[config.mk]
export PLATFORM = sky130hd
export DESIGN_NAME = rf_wb_arbiter
export DESIGN_NICKNAME = d
export VERILOG_FILES = /design/src/rtl/rf_pkg.sv /design/src/rtl/rr_arbiter.sv /design/src/rtl/rf_wb_arbiter.sv
export SDC_FILE = /design/constraint.sdc
export NUM_CORES = 1
export LEC_CHECK = 0
export ABC_AREA = 1
export BUFFER_PORTS_ARGS = -buffer_cell sky130_fd_sc_hd__buf_4
export CORE_ASPECT_RATIO = 0.6
export CORE_MARGIN = 2
export CORE_UTILIZATION = 48
export DETAILED_ROUTE_END_ITERATION = 10
export PLACE_DENSITY = 0.77
export SLEW_MARGIN = 20
export SYNTH_ARGS = -nofsm -noshare
export SYNTH_HDL_FRONTEND = slang
export SYNTH_SLANG_ARGS = --single-unit
export TNS_END_PERCENT = 5
[constraint.sdc]
create_clock -name clk -period 1.8 [get_ports clk]
set_clock_uncertainty 0.05 [all_clocks]
set_input_delay 0.36 -clock clk [delete_from_list [all_inputs] [get_ports clk]]
set_output_delay 0.36 -clock clk [all_outputs]
set_load 0.05 [all_outputs]
[src/rtl/rf_pkg.sv]
// rtl/rf_pkg.sv - register-file widths and writeback request type
package rf_pkg;
    localparam int RF_ADDR_W = 5;
    localparam int RF_DATA_W = 32;
    localparam int RF_DEPTH  = 32;

    typedef logic [RF_ADDR_W-1:0] rf_addr_t;
    typedef logic [RF_DATA_W-1:0] rf_data_t;

    typedef struct packed {
        rf_addr_t addr;
        rf_data_t data;
    } wb_req_t;
endpackage

[src/rtl/rr_arbiter.sv]
// rtl/rr_arbiter.sv - round-robin one-hot arbiter with its rotating priority pointer
module rr_arbiter #(
    parameter int NUM_REQ = 2,
    localparam int PTR_W = (NUM_REQ > 1) ? $clog2(NUM_REQ) : 1
) (
    input  logic               clk,
    input  logic               rst_n,
    input  logic               en,
    input  logic [NUM_REQ-1:0] req,
    output logic [NUM_REQ-1:0] gnt,
    output logic [PTR_W-1:0]   gnt_idx,
    output logic               gnt_any
);
    logic [PTR_W-1:0] ptr;
    logic [PTR_W-1:0] idx;

    // Scan from the pointer upward, wrapping, and stop at the first requester.
    always_comb begin
        gnt     = '0;
        gnt_idx = ptr;
        gnt_any = 1'b0;
        idx     = ptr;
        for (int k = 0; k < NUM_REQ; k++) begin
            idx = PTR_W'((int'(ptr) + k) % NUM_REQ);
            if (en && !gnt_any && req[idx]) begin
                gnt[idx] = 1'b1;
                gnt_idx  = idx;
                gnt_any  = 1'b1;
            end
        end
    end

    always_ff @(posedge clk or negedge rst_n) begin
        if (!rst_n) begin
            ptr <= '0;
        end else if (gnt_any) begin
            ptr <= (int'(gnt_idx) == NUM_REQ - 1) ? '0 : gnt_idx + 1'b1;
        end
    end
endmodule

[src/rtl/rf_wb_arbiter.sv]
// rtl/rf_wb_arbiter.sv - regfile write-port arbiter with busy scoreboard; RF_WB_ARB_STATS_EN adds stall counters
module rf_wb_arbiter
    import rf_pkg::*;
#(
    parameter int NUM_REQ = 2,
    parameter int ADDR_W  = RF_ADDR_W,
    parameter int DATA_W  = RF_DATA_W,
    localparam int DEPTH  = 1 << ADDR_W,
    localparam int PTR_W  = (NUM_REQ > 1) ? $clog2(NUM_REQ) : 1
) (
    input  logic                      clk,
    input  logic                      rst_n,
    input  logic [NUM_REQ-1:0]        req_valid,
    output logic [NUM_REQ-1:0]        req_ready,
    input  logic [NUM_REQ*ADDR_W-1:0] req_addr,
    input  logic [NUM_REQ*DATA_W-1:0] req_data,
    input  logic                      rsv_valid,
    input  logic [ADDR_W-1:0]         rsv_addr,
    output logic                      w_en,
    output logic [ADDR_W-1:0]         w_addr,
    output logic [DATA_W-1:0]         w_data,
    output logic [DEPTH-1:0]          busy,
    output logic                      spurious_wb
`ifdef RF_WB_ARB_STATS_EN
    ,
    output logic [NUM_REQ*16-1:0]     stall_cnt
`endif
);
    logic [PTR_W-1:0]  gnt_idx;
    logic              accept;
    logic [ADDR_W-1:0] sel_addr;
    logic [DATA_W-1:0] sel_data;
    logic [DEPTH-1:0]  busy_nxt;

    // Grants are suppressed while reset is held so ready stays low.
    rr_arbiter #(.NUM_REQ(NUM_REQ)) u_arb (
        .clk     (clk),
        .rst_n   (rst_n),
        .en      (rst_n),
        .req     (req_valid),
        .gnt     (req_ready),
        .gnt_idx (gnt_idx),
        .gnt_any (accept)
    );

    assign sel_addr = req_addr[int'(gnt_idx)*ADDR_W +: ADDR_W];
    assign sel_data = req_data[int'(gnt_idx)*DATA_W +: DATA_W];

    always_ff @(posedge clk or negedge rst_n) begin
        if (!rst_n) begin
            w_en   <= 1'b0;
            w_addr <= '0;
            w_data <= '0;
        end else begin
            w_en <= accept && (sel_addr != '0);
            if (accept) begin
                w_addr <= sel_addr;
                w_data <= sel_data;
            end
        end
    end

    // Clear first, then set, so a same-edge reservation keeps the register busy.
    always_comb begin
        busy_nxt = busy;
        if (w_en) begin
            busy_nxt[w_addr] = 1'b0;
        end
        if (rsv_valid && (rsv_addr != '0)) begin
            busy_nxt[rsv_addr] = 1'b1;
        end
    end

    always_ff @(posedge clk or negedge rst_n) begin
        if (!rst_n) begin
            busy        <= '0;
            spurious_wb <= 1'b0;
        end else begin
            busy <= busy_nxt;
            if (accept && (sel_addr != '0) && !busy[sel_addr]) begin
                spurious_wb <= 1'b1;
            end
        end
    end

`ifdef RF_WB_ARB_STATS_EN
    always_ff @(posedge clk or negedge rst_n) begin
        if (!rst_n) begin
            stall_cnt <= '0;
        end else begin
            for (int i = 0; i < NUM_REQ; i++) begin
                if (req_valid[i] && !req_ready[i] && (stall_cnt[i*16 +: 16] != 16'hFFFF)) begin
                    stall_cnt[i*16 +: 16] <= stall_cnt[i*16 +: 16] + 16'd1;
                end
            end
        end
    end
`endif
endmodule

==> results_dict.tcl <==
set metrics [dict create \
    dieHeight_um 71.3 \
    clock_path_buffers 2 \
    grt_pass1_wl_um 18500 \
    fp.coreArea_mm2 0.00730 \
    antenna_left 0 \
    wl_per_cell_um 16.3 \
    p_total_mw 8.84 \
    setup-tns-final_ns -0.272 \
    final_nets 725 \
    gp_congestion 0.922 \
    worstMarginPinSlew_ns 0.915 \
    min-delay-start "req_data[48]" \
    p_leak_nw 2.74 \
    crit_type "flop to flop" \
    multi_input_area_mm2 0.00170 \
    grt_pass1_vias 3658 \
    critPathLaunch "u_arb.ptr" \
    clockRootBuffer "clkbuf_16" \
    syn-num-nets 549 \
    vdd_drop_max_uv 1050 \
    ys_ff_latch 72 \
    syn_inst 465 \
    worstSkewPairLatency_ns 0.33 \
    violations "setup timing" \
    drt_wl_total_um 12200 \
    layout-drive-gt1-share 0.350 \
    synthDistinctLibCells 25 \
    fmax_mhz 510 \
    seq_area_mm2 0.00180 \
    die_w_um 116 \
    grt_max_degree 73 \
    synth-main-ff-cell "dfrtp_1" \
    num_io_pins 157 \
    avgViaCountPerCell 5.42 \
    rrSetupSlack_ns -0.16 \
    setup_viol 3 \
    area_delta_synth_final_pct 52.0 \
    syn_area_per_cell_um2 7.78 \
    nFillCells 561 \
    h-tree-depth 3 \
    antenna_found_initial 0 \
    clock_sinks 72 \
    status "complete, but fails checks" \
    setup_ws_ns -0.161 \
    placementRows 24 \
    drtIter0Drc 355 \
    slew_headroom 0.390 \
    cp.arrival_ns 2.14 \
    clk_pin_slew_ns 0.06 \
    die-area_mm2 0.00827 \
    r2r_start "u_arb.ptr" \
    hp-class "input port to flop" \
    p_per_area_mw_per_mm2 1610 \
    synthArstFlopShare 1.00 \
    start_util 0.496 \
    required_ns 1.98 \
    min_period_ns 1.96 \
    drc 0 \
    portBuffers 156 \
    dp_hpwl_um 8630 \
    vias 4067 \
    diodes 0 \
    rsz0062_at_grt "true" \
    drv_cap 0 \
    timing.final.max_slew_violations 0 \
    dr.pass1.iters 5 \
    crit_fanout 8 \
    syn-cell-area_mm2 0.00362 \
    cts_tree "built" \
    cts-buffers-inserted 9 \
    post-route-period-util 1.09 \
    cp-start-kind "flop" \
    ys_warn_count 0 \
    cts.hold.buffers_added 0 \
    worstSetupEndpointType "flop" \
    synth_edf_count 0 \
    yosysSeqAreaShare 0.498 \
    overflow 0 \
    hold_viol 0 \
    grt_use_total 0.293 \
]
-- cells by family after synthesis --
kind of cell,share of synthesized area
AO/OA/AOI/OAI,0.167
AND/OR/NAND/NOR,0.258
flip-flops,0.498
buffers and inverters,0.0767
-- registers in the layout (all words and copies together), names as in the netlist --
signal and cells:
busy 32, spurious_wb 1, u_arb.ptr 1, w_addr 5
w_data 32, w_en 1
-- cell type report --
class	instances	share of cell area
clock buffers	12	0.0448
clock inverters	4	0.00364
inverters	54	0.0373
multi-input cells	325	0.309
flip-flops and latches	72	0.327
well taps	104	0.0237
repair buffers	179	0.254
-- timing repair --
action                     in CTS  in global routing
pin swaps                       6                 14
gates cloned                    0                  2
setup endpoints to repair       2                  2
gates resized for setup         7                 28
setup buffers                   3                  3
-- cells in the mapped netlist (2+ instances only) --
cell	number	area, um2
a31oi_1	33	206
buf_1	5	18.8
buf_4	2	15.0
clkbuf_1	8	30.0
clkinv_1	2	7.51
dfrtp_1	72	1800
inv_1	50	188
inv_2	2	7.51
nand2_1	113	424
nand2_2	2	12.5
nand2_4	3	33.8
nand3_1	57	285
nor2_1	37	139
nor3_1	2	10.0
o21ai_0	67	335
-- layer usage --
| metal | part of all wire | up-vias | track usage |
|---|---|---|---|
| met2 | 0.44 | 237 | 0.412 |
| li1 | - | 1896 | - |
| met1 | 0.44 | 1910 | 0.428 |
| met3 | 0.11 | 24 | 0.112 |
| met5 | 0 | - | 0 |
| met4 | 0.014 | 0 | 0.0741 |
-- report_power, final --
group,internal [mW],switching [mW]
sequential,2.13,0.433
clock,0.961,0.657
combinational,1.45,3.21
-- through the flow --
step	instances	utilization	hold slack [ns]	cell area, um2	setup slack (ns)
2_1_floorplan	465	-	0.0144	3620	0.151
3_3_place_gp	726	0.684	0.409	4990	-0.122
3_5_place_dp	726	0.684	0.426	4990	-0.190
4_1_cts	745	0.729	0.224	5320	-0.0864
5_1_grt	750	0.754	0.237	5500	-0.265
6_report	750	0.754	0.232	5500	-0.161
-- worst max-delay path, stage by stage (launching register included) --
cell and delay (ns):
dfrtp_1 0.41, o21bai_4 0.17, nand2_4 0.09, buf_12 0.15, buf_6 0.13, nand2_1 0.08
o21a_1 0.17, clkinv_1 0.08, nor3_1 0.19, a31oi_1 0.16, nand3_1 0.12, nand2_1 0.05
-- layout by cell type (no fill, tap or decap), types with 3 or more instances in the layout --
cell / instances
nand3_2: 13
inv_1: 49
buf_4: 171
a31oi_1: 33
nand2_1: 109
clkbuf_16: 9
nand2_4: 5
buf_6: 4
nand2_2: 3
o21ai_0: 67
nand3_1: 44
dfrtp_1: 72
nor2_1: 36
clkinv_2: 4
-- path summary, 6_finish.rpt --
| check | end | depth (start not counted) |
|---|---|---|
| setup / recovery | spurious_wb | 11 |
| hold / removal | w_data[16] | 3 |
| setup reg to reg | spurious_wb | 11 |
| hold reg to reg | spurious_wb | 2 |
| max in group asynchronous | busy[11] | 2 |
| min in group asynchronous | w_data[11] | 2 |
No activity file was read; power rests on OpenSTA's default activity.
